===== src/rtl/wut_arb_pkg.sv =====
// Shared types and constants for the wake-up timer arbiter.
package wut_arb_pkg;

  typedef enum logic [2:0] {
    S_IDLE  = 3'd0,
    S_START = 3'd1,
    S_RUN   = 3'd2,
    S_DONE  = 3'd3,
    S_FLUSH = 3'd4
  } state_e;

  localparam int ACK_TIMEOUT_DEF = 8;

endpackage


===== src/rtl/wut_arb_rr.sv =====
// Combinational round-robin picker: first set request at or after ptr_i.
module wut_arb_rr
  import wut_arb_pkg::*;
#(
  parameter int NREQ = 4,
  parameter int PW   = 2
) (
  input  logic [NREQ-1:0] req_i,
  input  logic [PW-1:0]   ptr_i,
  output logic [NREQ-1:0] gnt_o,
  output logic [PW-1:0]   idx_o
);

  logic          found;
  logic [PW:0]   s;
  logic [PW-1:0] j;

  // walk NREQ positions starting at ptr_i, wrapping at NREQ
  always_comb begin
    gnt_o = '0;
    idx_o = '0;
    found = 1'b0;
    s     = '0;
    j     = '0;
    for (int k = 0; k < NREQ; k++) begin
      s = {1'b0, ptr_i} + (PW+1)'(k);
      if (s >= (PW+1)'(NREQ)) s = s - (PW+1)'(NREQ);
      j = s[PW-1:0];
      if (!found && req_i[j]) begin
        found    = 1'b1;
        gnt_o[j] = 1'b1;
        idx_o    = j;
      end
    end
  end

endmodule


===== src/rtl/wut_arb.sv =====
// Arbitrates one wake-up timer among NREQ requesters.
// Optional macro WUT_ARB_TIMEOUT_EN adds START/RUN timeout with err pulse.
module wut_arb
  import wut_arb_pkg::*;
#(
  parameter int WIDTH       = 9,
  parameter int NREQ        = 4,
  parameter int ACK_TIMEOUT = ACK_TIMEOUT_DEF
) (
  input  logic                  perm_clk,
  input  logic                  perm_rstb,
  input  logic [NREQ-1:0]       perm_arb_req,
  input  logic [NREQ*WIDTH-1:0] perm_arb_limit,
  input  logic [NREQ-1:0]       perm_arb_cancel,
  output logic [NREQ-1:0]       perm_arb_grant,
  output logic [NREQ-1:0]       perm_arb_done,
  output logic [NREQ-1:0]       perm_arb_err,
  output logic [WIDTH-1:0]      perm_wut_limit,
  output logic                  perm_wut_disable,
  output logic                  perm_wut_start_req,
  input  logic                  perm_wut_start_ack,
  input  logic                  perm_wut_trig_it
);

  localparam int PW = $clog2(NREQ);

  state_e           state_q, state_d;
  logic [NREQ-1:0]  grant_q, grant_d, done_q, done_d, err_q, err_d;
  logic [WIDTH-1:0] limit_q, limit_d;
  logic             sreq_q, sreq_d, dis_q, dis_d;
  logic [PW-1:0]    ptr_q, ptr_d;
  logic [NREQ-1:0]  win;
  logic [PW-1:0]    win_idx;
  logic             owner_abort, start_to, run_to;

  wut_arb_rr #(.NREQ(NREQ), .PW(PW)) u_rr (
    .req_i (perm_arb_req),
    .ptr_i (ptr_q),
    .gnt_o (win),
    .idx_o (win_idx)
  );

  // owner dropped its request or cancelled
  assign owner_abort = ~|(perm_arb_req & grant_q) | |(perm_arb_cancel & grant_q);

`ifdef WUT_ARB_TIMEOUT_EN
  localparam int RUN_LIM = (1 << WIDTH) + ACK_TIMEOUT;
  localparam int CW      = $clog2(RUN_LIM + 1);
  logic [CW-1:0] cnt_q, cnt_d;

  assign start_to = (cnt_q == CW'(ACK_TIMEOUT - 1));
  assign run_to   = (cnt_q == CW'(RUN_LIM - 1));

  // cycles spent in the current START/RUN visit; restarts on state change
  always_comb begin
    cnt_d = '0;
    if (state_d == state_q && (state_q == S_START || state_q == S_RUN))
      cnt_d = cnt_q + 1'b1;
  end

  // timeout counter register
  always_ff @(posedge perm_clk or negedge perm_rstb) begin
    if (!perm_rstb) cnt_q <= '0;
    else            cnt_q <= cnt_d;
  end
`else
  assign start_to = 1'b0;
  assign run_to   = 1'b0;
`endif

  // next-state and registered-output logic
  always_comb begin
    state_d = state_q;
    grant_d = grant_q;
    done_d  = '0;
    err_d   = '0;
    limit_d = limit_q;
    sreq_d  = sreq_q;
    dis_d   = 1'b0;
    ptr_d   = ptr_q;
    case (state_q)
      S_IDLE: begin
        if (|perm_arb_req) begin
          grant_d = win;
          limit_d = perm_arb_limit[int'(win_idx)*WIDTH +: WIDTH];
          sreq_d  = 1'b1;
          ptr_d   = (win_idx == PW'(NREQ - 1)) ? '0 : win_idx + PW'(1);
          state_d = S_START;
        end
      end
      S_START: begin
        if (owner_abort) begin
          sreq_d  = 1'b0;
          dis_d   = 1'b1;
          state_d = S_FLUSH;
        end else if (perm_wut_start_ack) begin
          sreq_d  = 1'b0;
          state_d = S_RUN;
        end else if (start_to) begin
          sreq_d  = 1'b0;
          dis_d   = 1'b1;
          err_d   = grant_q;
          state_d = S_FLUSH;
        end
      end
      S_RUN: begin
        // expiry beats a same-cycle cancel
        if (perm_wut_trig_it) begin
          done_d  = grant_q;
          state_d = S_DONE;
        end else if (owner_abort) begin
          dis_d   = 1'b1;
          state_d = S_FLUSH;
        end else if (run_to) begin
          dis_d   = 1'b1;
          err_d   = grant_q;
          state_d = S_FLUSH;
        end
      end
      S_DONE, S_FLUSH: begin
        grant_d = '0;
        state_d = S_IDLE;
      end
      default: begin
        grant_d = '0;
        sreq_d  = 1'b0;
        state_d = S_IDLE;
      end
    endcase
  end

  // state and output registers; timer held disabled while in reset
  always_ff @(posedge perm_clk or negedge perm_rstb) begin
    if (!perm_rstb) begin
      state_q <= S_IDLE;
      grant_q <= '0;
      done_q  <= '0;
      err_q   <= '0;
      limit_q <= '0;
      sreq_q  <= 1'b0;
      dis_q   <= 1'b1;
      ptr_q   <= '0;
    end else begin
      state_q <= state_d;
      grant_q <= grant_d;
      done_q  <= done_d;
      err_q   <= err_d;
      limit_q <= limit_d;
      sreq_q  <= sreq_d;
      dis_q   <= dis_d;
      ptr_q   <= ptr_d;
    end
  end

  assign perm_arb_grant     = grant_q;
  assign perm_arb_done      = done_q;
  assign perm_arb_err       = err_q;
  assign perm_wut_limit     = limit_q;
  assign perm_wut_disable   = dis_q;
  assign perm_wut_start_req = sreq_q;

endmodule


===== config.mk =====
export PLATFORM = sky130hd
export DESIGN_NAME = wut_arb
export DESIGN_NICKNAME = d
export VERILOG_FILES = /design/src/rtl/wut_arb_pkg.sv /design/src/rtl/wut_arb_rr.sv /design/src/rtl/wut_arb.sv
export SDC_FILE = /design/constraint.sdc
export NUM_CORES = 1
export LEC_CHECK = 0
export ABC_AREA = 1
export CAP_MARGIN = 20
export CORE_MARGIN = 1
export CORE_UTILIZATION = 48
export DETAILED_ROUTE_END_ITERATION = 10
export PLACE_DENSITY_LB_ADDON = 0.08
export SYNTH_ARGS = -nofsm -noshare
export SYNTH_HDL_FRONTEND = slang
export SYNTH_HIERARCHICAL = 1
export SYNTH_SLANG_ARGS = --single-unit

===== constraint.sdc =====
create_clock -name perm_clk -period 7.3 [get_ports perm_clk]
set_input_delay 0.73 -clock perm_clk [delete_from_list [all_inputs] [get_ports perm_clk]]
set_output_delay 0.73 -clock perm_clk [all_outputs]
set_load 0.02 [all_outputs]

After elaboration in Yosys (flattened, before gate mapping)
Cells that the tools add are included.
- add/sub/neg operators: 8
- multiply operators: 1
- div/mod/pow operators: 0
- order comparisons: 12
- eq/ne operators: 8
- shift operators: 1
- multiplexer cells: 49
- bitwise logic cells: 8
- reduce and logical (&&, ||, !) cells: 21
- operator list (operator ; count):
    36-bit by 7-bit indexed part select with 9-bit output ; 1
    4-bit two-way mux ; 7
    2-bit two-way mux ; 9
    1-bit two-way mux ; 16
    3-bit two-way mux ; 5
    2-bit by 3-bit less-than comparator with 1-bit output (second input constant) ; 4
    4-bit OR ; 3
    4-bit OR reduction ; 3
    3-bit greater-or-equal comparator (second input constant) ; 3
    3-bit one-hot mux with 3 select lines ; 1
    4-bit bitwise AND ; 2
    1-bit binary-select mux with 2-bit select ; 4
    1-bit demux with 2-bit select ; 4
    2-bit by 1-bit greater-or-equal comparator with 1-bit output (second input constant) ; 4
    4-bit one-hot mux with 2 select lines ; 1
    2-bit by 1-bit subtractor with 2-bit output (second input constant) ; 4
    1-bit logical AND ; 7
    2-bit by 2-bit adder with 3-bit output (second input constant) ; 2
    3-bit by 2-bit == test with 1-bit output (second input constant) ; 2
    2-bit by 4-bit multiplier with 6-bit output (second input constant) ; 1
    3-bit != test (second input constant) ; 2
    3-bit AND reduction ; 2
    1-bit zero test ; 4
    2-bit AND reduction ; 2
    14 further kinds ; 15
- flip-flop bits (word level): 24
- bits in latches: 0
- memory bits (writable): 0
- bits in read-only memories: 0
- bits of input ports: 48
- output and inout bits: 23
- logic and storage cells: 115
- memories kept: 0

Longest topological paths before layout
- word-level depth: 16
- mapped depth: 16

By module
Netlist, hierarchy kept.
- modules (own cells, without submodules) (module ; times used ; cells an instance ; area each (um2) ; sequential area each (um2)):
    wut_arb ; 1 ; 186 ; 1360.1 ; 601.8
    wut_arb_rr ; 1 ; 82 ; 515.5 ; 0.0

Worst setup path after synthesis
OpenSTA, ideal clock, no wires.
- path kind: reg-to-reg
- start: register ptr_q[1]
- end: register limit_q[7] (netlist: perm_wut_limit[7])
- setup time: 0.082 ns
- arrival: 2.283 ns
- data required time: 7.218 ns
- path slack: 4.935 ns
- cell stages (with the launch flop): 16
- buffers on the path: 2
- clock period less this slack: 2.365 ns
- cell sequence: dfrtp_1 bufinv_8 ha_1 inv_1 nand3_1 nand2_1 nand3_1 nor2_1 nor2_1 nor2_1 buf_4 buf_4 nor2_1 nor2_1 o21ai_0 a31oi_1
- cells in the longest elaborated chain, start to end: 16
- elaborated cells between the ends (all ways): 38
- RTL lines (item ; RTL line ; RTL):
    start, declared ; wut_arb.sv:31 ; logic [PW-1:0] ptr_q, ptr_d;
    start signal, assigned ; wut_arb.sv:151 ; ptr_q <= ptr_d;
    branches (longest 13 deep; another with 2-bit by 1-bit adder with 3-bit output) ; n/a ;
    2-bit two-way mux (*) ; wut_arb_rr.sv:29 ; if (!found && req_i[j]) begin
    named net win_idx[0] ; wut_arb.sv:33 ; logic [PW-1:0] win_idx;
    2-bit by 4-bit multiplier with 6-bit output (*) ; wut_arb.sv:85 ; limit_d = perm_arb_limit[int'(win_idx)*WIDTH +: WIDTH];
    36-bit by 7-bit indexed part select with 9-bit output (*) ; wut_arb.sv:85 ;
    end signal, assigned ; wut_arb.sv:148 ; limit_q <= limit_d;
    end, declared ; wut_arb.sv:29 ; logic [WIDTH-1:0] limit_q, limit_d;
Mark *: on every way through the listed nets, which the timed path passes. The select of a mux whose other input is x is not followed.
A chain may end at the register's enable or synchronous reset.

Final worst setup path
- start: register ptr_q[0]
- end: register limit_q[3] (netlist: perm_wut_limit[3])
Same word-level chain as after synthesis.

==> impl_metrics.csv <==
group,metric,value,unit
synthesis,yosys_warnings,6,
timing,setup_tns,0,ns
clock_network,root_buffer,"clkbuf_8",
drt,wl_per_cell,11.70,um
power,power_density,460.7,nW/um2
timing,fin_crit_sh,0.4120,
timing,min_period,3.008,ns
floorplan,die_x,64.51,um
worst_setup_path,rrSetupSlack,4.29,ns
place,portBuffers,66,
power,ir_drop,0.2741,mV
drt,detail-route-antenna-nets,0,
synthesis,syn_area_per_cell,6.998,um2
clock_network,holdBufCountCts,0,
global_routing,grt_overflow,0,
synthesis,synthFlopType,"dfrtp_1",
drt,vias,1928,
global_routing,grt_pass1_vias,1691,
clock_network,cts_tree,"yes",
outcome,status,"completed",
clock_network,cts.path.max_buffers,2,
worst_setup_path,worstSetupStartpointType,"flop",
synthesis,synth_edf_count,0,
drt,drt_pass1_iterations,4,
synthesis,ys_types,32,
worst_setup_path,r2r_cells,13,
global_routing,grt_first_pass_wirelength,7.314,mm
power,p_leak,1.212,nW
layout,nNetsFinal,387,
min_path,hold_class,"flop to flop",
layout,syn2layout_area_growth,40.23,%
global_routing,grt_max_degree,25,
min_path,hold_depth,2,
power,p_total,1.212,mW
clock_network,clk_pin_slew,0.09,ns
layout,drive_gt1_frac,0.07530,
layout,fill_cells,330,
flow_run,drv_cap,0,
min_path,whs_endpoint,"perm_wut_start_req",
floorplan,ioPinCount,71,
synthesis,synth_area,1876,um2
clock_network,cts_buffers,3,
drt,first_iter_violations,119,
drt,routed_wl,4.446,mm
floorplan,core-area,3716,um2
layout,n_antenna_cell,0,
worst_setup_path,regToRegEndpoint,"perm_wut_limit[3]",
worst_setup_path,critPathMaxFanout,12,
floorplan,num_rows,22,
timing,report.final.slew_viol_count,0,
drt,vias_per_cell,5.074,
worst_setup_path,critPathArrivalTime,3.20,ns
place,routabilityCongestion,0.8292,
worst_setup_path,r2r_start,"ptr_q[0]",
synthesis,synth-seq-cells,24,
worst_setup_path,path_class,"flop to flop",
min_path,min-delay-start,"perm_wut_start_req",
timing,hold_violations,0,
timing,setup_viol,0,
clock_network,htree_levels,1,
floorplan,start_util,0.5047,
clock_network,postCtsSetupRepairBufs,0,
clock_network,cts_sinks,24,
worst_setup_path,worstSetupEndpointType,"flop",
clock_network,ctsResizeCount,0,
synthesis,synth_cells,268,
layout,layout.area.seq,601.8,um2
layout,final_cell_mix,"66 x clkdlybuf4s50_1, 59 x nor2_1, 45 x nand2_1",
synthesis,yosysSeqAreaShare,0.3209,
layout,multi_input_area,1077,um2
drt,drc,0,
synthesis,synthArstFlopShare,1.000,
clock_network,clk_latency,0.27,ns
global_routing,antenna_found_initial,0,
layout,final_common_cell,"clkdlybuf4s50_1",
timing,fmax,0.3325,GHz
place,dp_hpwl,3.449,mm
worst_setup_path,crit_required,7.49,ns
floorplan,die_y,64.51,um
timing,skew,0.004781,ns
floorplan,die_area,4162,um2
global_routing,track_usage,0.2240,
timing,rsz0062_at_grt,"false",
==> power by group <==
| group | total, mW | internal, mW | switching [mW] |
|---|---|---|---|
| clock network | 0.118 | 0.0734 | 0.0442 |
| logic | 0.855 | 0.330 | 0.525 |
| registers | 0.239 | 0.187 | 0.0513 |
==> layout make-up <==
class / instances / area share
Tap cell: 48 / 0.02284
Clock inverter: 1 / 0.01142
Clock buffer: 3 / 0.01570
Inverter: 28 / 0.04710
Timing Repair Buffer: 68 / 0.2645
Sequential cell: 24 / 0.2288
Multi-Input combinational cell: 208 / 0.4096
==> worst max-delay path, cell delays in order, from the launching register on <==
cell	delay (ns)
dfrtp_1	0.65
inv_6	0.12
ha_1	0.38
inv_1	0.15
nand3_1	0.09
nand2_1	0.13
nand3_1	0.09
nor2_1	0.12
nand2_1	0.06
nand3_1	0.32
clkinv_1	0.37
nor2_1	0.17
o21ai_0	0.10
a31oi_1	0.17
==> synthesized netlist by cell type, drive strengths merged (2+ instances only) <==
cell,number,area share
nor2,63,0.14
nand2,52,0.13
nand3,33,0.095
inv,26,0.055
o21ai,26,0.069
dfrtp,23,0.31
buf,10,0.043
a31oi,9,0.030
a21oi,6,0.016
ha,6,0.040
a21boi,4,0.016
nand4,2,0.0067
==> worst max-delay path by stage <==
stage | startpoint | end | slack [ns] | depth (start not counted)
4_1_cts | ptr_q[0] | perm_wut_limit[3] | 4.30 | 13
5_1_grt | ptr_q[0] | perm_wut_limit[6] | 3.95 | 13
2_1_floorplan | ptr_q[1] | perm_wut_limit[7] | 4.94 | 15
6_report | ptr_q[0] | perm_wut_limit[3] | 4.29 | 13
3_3_place_gp | perm_arb_req[0] | perm_wut_limit[6] | 4.25 | 13
3_5_place_dp | perm_arb_req[3] | perm_wut_limit[5] | 4.17 | 12
==> cell families after synthesis <==
kind of cell | count (synthesis) | synth area share
other cells | 1 | 0.001999
buf+inv | 39 | 0.1107
flops | 24 | 0.3209
compound gates | 47 | 0.1421
simple gates | 151 | 0.3843
fa+ha+maj | 6 | 0.04003
==> flip-flops by register name, indices dropped and copies added, names as in the netlist <==
name and flops:
perm_wut_start_req 1, perm_arb_grant 4, perm_wut_limit 9, state_q 3, perm_arb_done 4, ptr_q 2
perm_wut_disable 1
==> per-stage QoR <==
step                  util  std cells  cell area (um2)  hold WS [ns]  setup slack (ns)
detailed placement  0.6811        375             2531        0.4987             4.171
global route        0.7077        380             2630        0.5392             3.952
finish              0.7077        380             2630        0.5029             4.292
floorplan                -        271             1887        0.4344             4.935
global placement    0.6811        375             2531        0.4689             4.254
CTS                 0.7003        379             2603        0.5182             4.301
==> routing by layer <==
metal / GRT usage / wire (um)
met1: 0.2807 / 2003
met2: 0.3934 / 2085
met3: 0.04225 / 319
met4: 0.05556 / 38
met5: 0 / 0
No activity file was read; power rests on OpenSTA's default activity.
